<file path="src/rtl/usb_txn_sched.sv">
// usb_txn_sched: host-side transaction scheduler. Two requesters share one
// protocol engine; round-robin grant, token phase then data phase, bounded
// retries, per-phase watchdog, status/read data returned on a done pulse.
module usb_txn_sched #(
  parameter int MAX_RETRY   = 3,
  parameter int WDOG_CYCLES = 1024
) (
  input  logic        clk,
  input  logic        rst,
  input  logic        req0,
  input  logic        req0_dir,
  input  logic [63:0] req0_wdata,
  input  logic        req1,
  input  logic        req1_dir,
  input  logic [63:0] req1_wdata,
  output logic        done0,
  output logic        done1,
  output logic        ok,
  output logic [63:0] rdata,
  output logic [3:0]  retries,
  output logic        busy,
  output logic [2:0]  msg_type,
  output logic [63:0] protocol_din,
  input  logic        protocol_free,
  input  logic [63:0] protocol_dout,
  input  logic        timeout
);

  localparam int WDW = (WDOG_CYCLES > 2) ? $clog2(WDOG_CYCLES) : 1;
  localparam logic [WDW-1:0] WD_LAST = WDW'(WDOG_CYCLES - 1);

  localparam logic [2:0] S_IDLE      = 3'd0;
  localparam logic [2:0] S_TOK_ISSUE = 3'd1;
  localparam logic [2:0] S_TOK_WAIT  = 3'd2;
  localparam logic [2:0] S_DAT_ISSUE = 3'd3;
  localparam logic [2:0] S_DAT_WAIT  = 3'd4;
  localparam logic [2:0] S_FAIL_CHK  = 3'd5;
  localparam logic [2:0] S_RESP      = 3'd6;

  logic [2:0]     state_q, state_d;
  logic           gnt_q, gnt_d;
  logic           dir_q, dir_d;
  logic           last_gnt_q, last_gnt_d;
  logic [3:0]     retry_q, retry_d;
  logic [WDW-1:0] wd_q, wd_d;
  logic           ok_q, ok_d;
  logic [63:0]    rdata_q, rdata_d;
  logic [63:0]    din_q, din_d;
  logic           pick;

  // Tie goes to the requester that did not win last time.
  assign pick = (req0 && req1) ? ~last_gnt_q : req1;

  // Next-state and datapath updates for the transaction sequencer.
  always_comb begin
    state_d    = state_q;
    gnt_d      = gnt_q;
    dir_d      = dir_q;
    last_gnt_d = last_gnt_q;
    retry_d    = retry_q;
    wd_d       = wd_q;
    ok_d       = ok_q;
    rdata_d    = rdata_q;
    din_d      = din_q;
    case (state_q)
      S_IDLE: begin
        if (req0 || req1) begin
          gnt_d      = pick;
          dir_d      = pick ? req1_dir : req0_dir;
          din_d      = pick ? req1_wdata : req0_wdata;
          last_gnt_d = pick;
          retry_d    = 4'd0;
          ok_d       = 1'b0;
          state_d    = S_TOK_ISSUE;
        end
      end
      S_TOK_ISSUE, S_DAT_ISSUE: begin
        if (protocol_free) begin
          wd_d    = '0;
          state_d = (state_q == S_TOK_ISSUE) ? S_TOK_WAIT : S_DAT_WAIT;
        end
      end
      S_TOK_WAIT, S_DAT_WAIT: begin
        if (wd_q != '1) wd_d = wd_q + 1'b1;
        // wd_q==0 marks the entry cycle, where the engine may still be
        // showing free from the acceptance; the counter never wraps back.
        if (wd_q != '0) begin
          if (timeout || (wd_q == WD_LAST)) begin
            state_d = S_FAIL_CHK;
          end else if (protocol_free) begin
            if (state_q == S_TOK_WAIT) begin
              state_d = S_DAT_ISSUE;
            end else begin
              state_d = S_RESP;
              ok_d    = 1'b1;
              if (dir_q) rdata_d = protocol_dout;
            end
          end
        end
      end
      S_FAIL_CHK: begin
        if (retry_q < 4'(MAX_RETRY)) begin
          retry_d = retry_q + 4'd1;
          state_d = S_TOK_ISSUE;
        end else begin
          ok_d    = 1'b0;
          state_d = S_RESP;
        end
      end
      S_RESP:  state_d = S_IDLE;
      default: state_d = S_IDLE;
    endcase
  end

  // State and datapath registers with synchronous reset.
  always_ff @(posedge clk) begin
    if (rst) begin
      state_q    <= S_IDLE;
      gnt_q      <= 1'b0;
      dir_q      <= 1'b0;
      last_gnt_q <= 1'b1;
      retry_q    <= 4'd0;
      wd_q       <= '0;
      ok_q       <= 1'b0;
      rdata_q    <= 64'd0;
      din_q      <= 64'd0;
    end else begin
      state_q    <= state_d;
      gnt_q      <= gnt_d;
      dir_q      <= dir_d;
      last_gnt_q <= last_gnt_d;
      retry_q    <= retry_d;
      wd_q       <= wd_d;
      ok_q       <= ok_d;
      rdata_q    <= rdata_d;
      din_q      <= din_d;
    end
  end

  // Moore decode of the engine command so it is stable for the whole dwell.
  always_comb begin
    msg_type = 3'b000;
    case (state_q)
      S_TOK_ISSUE: msg_type = dir_q ? 3'b001 : 3'b010;
      S_DAT_ISSUE: msg_type = dir_q ? 3'b100 : 3'b011;
      default:     msg_type = 3'b000;
    endcase
  end

  assign busy         = (state_q != S_IDLE);
  assign done0        = (state_q == S_RESP) && !gnt_q;
  assign done1        = (state_q == S_RESP) && gnt_q;
  assign ok           = (state_q == S_RESP) && ok_q;
  assign retries      = retry_q;
  assign rdata        = rdata_q;
  assign protocol_din = din_q;

endmodule

</file>
<file path="config.mk">
export PLATFORM = sky130hd
export DESIGN_NAME = usb_txn_sched
export DESIGN_NICKNAME = d
export VERILOG_FILES = /design/src/rtl/usb_txn_sched.sv
export SDC_FILE = /design/constraint.sdc
export NUM_CORES = 1
export LEC_CHECK = 0
export ABC_AREA = 1
export ABC_CLOCK_PERIOD_IN_PS = 1600
export BUFFER_PORTS_ARGS = -buffer_cell sky130_fd_sc_hd__buf_2
export CAP_MARGIN = 0
export CELL_PAD_IN_SITES_DETAIL_PLACEMENT = 1
export CELL_PAD_IN_SITES_GLOBAL_PLACEMENT = 1
export CORE_MARGIN = 2
export CORE_UTILIZATION = 28
export CTS_BUF_LIST = sky130_fd_sc_hd__clkbuf_4 sky130_fd_sc_hd__clkbuf_8
export CTS_CLUSTER_DIAMETER = 60
export DETAILED_ROUTE_END_ITERATION = 10
export HOLD_SLACK_MARGIN = 0.12
export PLACE_DENSITY = 0.85
export SLEW_MARGIN = 5
export SYNTH_ARGS = -nofsm -noshare
export SYNTH_HDL_FRONTEND = slang
export SYNTH_SLANG_ARGS = --single-unit
</file>
<file path="constraint.sdc">
create_clock -name clk -period 1.6 [get_ports clk]
set_input_delay 0.32 -clock clk [delete_from_list [all_inputs] [get_ports clk]]
set_output_delay 0.32 -clock clk [all_outputs]
set_load 0.01 [all_outputs]
</file>
---- Word-level counts from Yosys, hierarchy flattened ----
Cells that the tools add are included.
W data, S select, Z words.
cells by class
  add/subtract/negate cells ............... 2
  $lt $le $gt $ge ......................... 1
  equal/unequal tests ..................... 18
  muxes and demuxes ....................... 28
  bitwise operators ....................... 3
  reduce and logical (&&, ||, !) cells .... 21
operators with widths
  cell                     number
  $mux W64                 1
  $mux W3                  9
  $mux W10                 2
  $pmux W10 S2             1
  $ne A2 B2 Y1 const B     9
  $pmux W3 S4              1
  $add A10 B1 Y10 const B  1
  $eq A10 B10 Y1 const B   1
  $ne A10 B10 Y1 const B   1
  $reduce_bool A10 Y1      1
  $eq A3 B3 Y1 const B     3
  $mux W1                  8
  $mux W4                  2
  $pmux W4 S2              1
  $reduce_and A7 Y1        1
  $eq A3 B2 Y1 const B     2
  $pmux W3 S2              1
  $reduce_and A3 Y1        2
  $reduce_and A6 Y1        1
  $reduce_bool A3 Y1       2
  $add A4 B1 Y4 const B    1
  $logic_and A1 B1 Y1      4
  $lt A4 B2 Y1 const B     1
  $reduce_and A4 Y1        1
  11 further kinds         16
word-level totals
  flip-flop bits (word level) ............. 149
  input bits .............................. 200
  output and inout port bits .............. 139
  word-level logic and storage cells ...... 82

---- Depth between registers and ports, before layout ----
  word-level depth ........................ 6
  mapped depth ............................ 11
  gate-level depth less buffers ........... 10

---- Worst setup path after synthesis ----
No wires, ideal clock.
  path kind ............................... register -> register
  from .................................... register wd_q[0]
  to ...................................... register rdata_q[10] (netlist: rdata[10])
  setup time .............................. 65 ps
  arrival time ............................ 1549 ps
  required time ........................... 1535 ps
  setup slack ............................. -13 ps
  stages on the path, launching flop included .. 12
  path buffers ............................ 2
  clock period less this slack ............ 1613 ps
  cell sequence ........................... dfxtp_1 > ha_1 > nand3_2 > nor2_2 > nand2_1 > nand3_2 > inv_1 > nand2_2 > buf_6 > clkbuf_2 > o21ai_0 > nor2_1
between the ends
  longest elaborated chain between the ends .. 4
  elaborated cells on any way between the ends .. 5
  those cells by class .................... eq/ne (1); bitwise (1); reduce/logical (3)
RTL lines
  element                                 line  RTL
  from (decl)                             45    logic [WDW-1:0] wd_q, wd_d;
  from (signal assigned)                  133   wd_q <= wd_d;
  $eq A10 B10 Y1                          88    if (timeout || (wd_q == WD_LAST)) begin
  $logic_or A1 B1 Y1                      88
  $not A1 Y1 (no source line)             -
  $reduce_and A6 Y1 (no source line) (*)  -
  to (signal assigned)                    135   rdata_q <= rdata_d;
  to (decl)                               47    logic [63:0] rdata_q, rdata_d;
Mark *: on every way between the ends. The rest lies on a longest branch, timed or not.
A chain may end at the register's enable or synchronous reset.

---- Worst setup path after layout ----
  from .................................... register state_q[2]
  to ...................................... register rdata_q[31] (netlist: rdata[31])
between the ends
  longest elaborated chain between the ends .. 3
  elaborated cells on any way between the ends .. 5
  those cells by class .................... eq/ne (2); bitwise (1); reduce/logical (2)
RTL lines
  element                                         line    RTL
  from (decl)                                     40      logic [2:0] state_q, state_d;
  from (signal assigned)                          128     state_q <= state_d;
  $eq A3 B2 Y1 or $eq A3 B3 Y1 (tied branches)    65, 91
  $reduce_or A2 Y1 or $not A1 Y1 (tied branches)  -
  $reduce_and A6 Y1 (no source line) (*)          -
Marks and branches as above.

==> reports/metrics.csv <==
metric,value,unit
clock slew at reported path FFs,0.11,ns
Mean Syn Cell Area,7.28,um2
via count,9575,
Final Hold Vio Count,0,
FF-to-FF End,rdata[31]$_SDFFE_PP0P_,
Die Span Y,153,um
post-route ant nets,0,
synth unique cells,31,
RSZ-0062 raised after global routing,true,
vias in the first global route,9972,
Rel. slew slack,58.6,%
WHS Path Cells,3,
H-tree depth,4,
Synth Register Bits,149,
Synth top area share,48.3,%
clock network fraction of design power,17.6,%
area of the mapped netlist,0.00618,mm2
Hold Crit Start,req0_wdata[39],
"Slowest-stage cell, CP",dfxtp_2,
die area,0.0233,mm2
fin crit share,122,%
CP max stage delay,0.40,ns
Worst-Skew Late Latency,0.46,ns
Vias/cell,5.49,
failing checks,negative setup slack,
drt pass-1 iters,4,
CTS tree,yes,
initial antenna violation count,8,
final setup fails,150,
Power Internal,10.3,mW
GRT Total Usage,30.4,%
worst slew pin tran,0.620,ns
WP data arrival,2.30,ns
Die X,153,um
Psw,7.80,mW
cells after synthesis,849,
Power Dens Cells,1340,mW/mm2
r2r setup slk,-0.35,ns
Critical Path Sink Type,register,
Placer Congestion,0.835,
CP required,1.96,ns
WL final,46100,um
Hold Path Class,in2reg,
min Tclk post-route,1.95,ns
largest cells by area after synthesis,"dfxtp_1 48%, a21oi_1 12%, o21ai_0 9.6%, nor2_1 9.4%, nand2_1 7.2%",
Synth warnings,0,
Starting Density,28.4,%
"critical path, cell by cell",buf_4 > nand2_2 > nand2_4 > nand3_4 > a21oi_4 > nand2_8 > buf_12 > inv_12 > buf_16 > nor2_4 > nor2_2,
setup ws final,-0.345,ns
Synthesized Nets,1052,
worst r2r src,state_q[2]$_SDFFE_PP0P_,
TritonCTS Buffers,17,
first-pass GRT wire length,55800,um
Worst Path Max Fanout,7,
Clock Skew,0.0212,ns
CP Launch Type,register,
drc violations,0,
Sw Share,43.0,%
grt ovf,0,
Util after Layout,62.5,%
Slew Limit Fails,0,
clock sinks,149,
status,"finished, violations left",
clk buf depth,2,
num ports,339,
maximum VDD drop,0.000836,V
hold endpoint,protocol_din[39]$_SDFFE_PP0P_,
Max-Cap Viols,0,
1st-iter DRT viols,490,
Nets,1642,
Area Overhead vs Synth,120,%
Port Buffer Count,338,
fmax,514,MHz
clk root buf,clkbuf_8,
Cell Rows,54,
routed len/inst,26.5,um
sequential fraction of the synthesis area,48.3,%
Sequential Power Share,28.0,%
kind of critical path,reg2reg,
layout cells sized above 1,57.2,%
post-synth top area cell,dfxtp_1,
core area,0.0218,mm2
Reg2Reg Depth,11,
dpl ws,-0.171,ns
Gate power share,54.4,%
largest net degree at the start of global routing,68,
DP Wirelength,18300,um
LEAKAGE,5.92,nW
## synthesized netlist by cell type, drive strengths merged
cell    number
a21oi      151
o21ai      132
nand4        2
ha           3
or2          2
nand3b       1
xnor2        1
o21a         1
xor2         2
dfxtp      149
o211ai       1
nand2      122
nor3         6
nor3b        3
nor2       157
buf         18
clkbuf      42
inv         32
nand3       24
## cell families (layout without fill, tap and decap cells)
kind of cell | count (synthesis) | in the layout | synth area share, %
XOR/XNOR | 3 | 3 | 0.425
other | 0 | 11 | 0
AND/OR/NAND/NOR | 317 | 318 | 20.8
adder cells (fa/ha/maj) | 3 | 3 | 0.608
AO/OA/AOI/OAI | 285 | 285 | 23.4
flip-flops | 149 | 149 | 48.3
buffers and inverters | 92 | 694 | 6.42
## cells in the final DEF (no fill, tap or decap), drive strengths merged, types with 3 or more instances in the layout
| cell type | instances |
|---|---|
| diode | 11 |
| nor3b | 3 |
| buf | 461 |
| dfxtp | 149 |
| nand3 | 24 |
| inv | 34 |
| clkbuf | 29 |
| ha | 3 |
| o21ai | 132 |
| nor2 | 157 |
| nor3 | 6 |
| clkinv | 9 |
| nand2 | 123 |
| dlygate4sd3 | 158 |
| a21oi | 151 |
## worst max-delay path by stage
stage,start,endpoint,depth (start not counted)
final,state_q[2]$_SDFFE_PP0P_,rdata[31]$_SDFFE_PP0P_,11
after global routing,wd_q[3]$_SDFFE_PP0P_,wd_q[9]$_SDFFE_PP0P_,9
after CTS,state_q[2]$_SDFFE_PP0P_,msg_type[0],6
after detailed placement,wd_q[1]$_SDFFE_PP0P_,rdata[27]$_SDFFE_PP0P_,11
after global placement,state_q[1]$_SDFFE_PP0P_,rdata[54]$_SDFFE_PP0P_,8
after floorplan,wd_q[1]$_SDFFE_PP0P_,rdata[10]$_SDFFE_PP0P_,11
## layout make-up
class	count	area (um2)
Inverter	32	146
Timing Repair inverter	1	16.3
Fill cell	2445	8170
Antenna cell	11	27.5
Sequential cell	149	3000
Tap cell	280	350
Multi-Input combinational cell	609	4570
Timing Repair Buffer	629	5080
Clock inverter	13	150
Clock buffer	19	249
## sequential cells by signal (all words and copies together) (netlist names)
| register | count |
|---|---|
| dir_q | 1 |
| gnt_q | 1 |
| last_gnt_q | 1 |
| ok_q | 1 |
| protocol_din | 64 |
| rdata | 64 |
| retries | 4 |
| state_q | 3 |
| wd_q | 10 |
## worst max-delay path, delay by kind of cell (launching register included)
family | cells | cell delay (ns)
simple gates | 6 | 0.64
flops | 1 | 0.40
buf+inv | 4 | 0.53
compound gates | 1 | 0.24
## timing repair
action / in CTS / in global routing
buffers inserted: 29 / 27
resized for setup: 203 / 400
hold endpoints to repair: 119 / 0
hold buffers: 158 / 0
endpoints found under the setup margin: 77 / 151
cloned: 14 / 14
pin swaps: 25 / 64
## power by group through the flow
| stage | combinational [mW] | sequential [mW] | clock [mW] |
|---|---|---|---|
| 6_report | 9.87 | 5.08 | 3.20 |
| 5_1_grt | 10.3 | 5.13 | 3.36 |
| 4_1_cts | 6.05 | 4.85 | 3.18 |
| 3_5_place_dp | 5.14 | 4.88 | 0 |
| 3_3_place_gp | 5.04 | 4.86 | 0 |
| 2_1_floorplan | 2.26 | 5.18 | 0 |
## through the flow
stage	power [mW]	TNS, ns	hold WS, ns	std cells	cell area (um2)
floorplan	7.44	0	0.429	849	6180
global placement	9.90	-3.85	0.458	1475	8640
detailed placement	10.0	-8.81	0.467	1475	8640
CTS	14.1	-8.15	0.121	1707	11800
global route	18.7	-28.20	0.114	1740	13600
finish	18.2	-20.95	0.129	1743	13600
## metal layers
metal | GRT usage (%) | vias up | share of wire, %
met5 | 0 | - | 0
met4 | 17.1 | 0 | 7.2
met1 | 32.2 | 4682 | 34
li1 | - | 4032 | -
met2 | 55.1 | 625 | 51
met3 | 7.59 | 236 | 7.4
No activity file was read; power rests on OpenSTA's default activity.
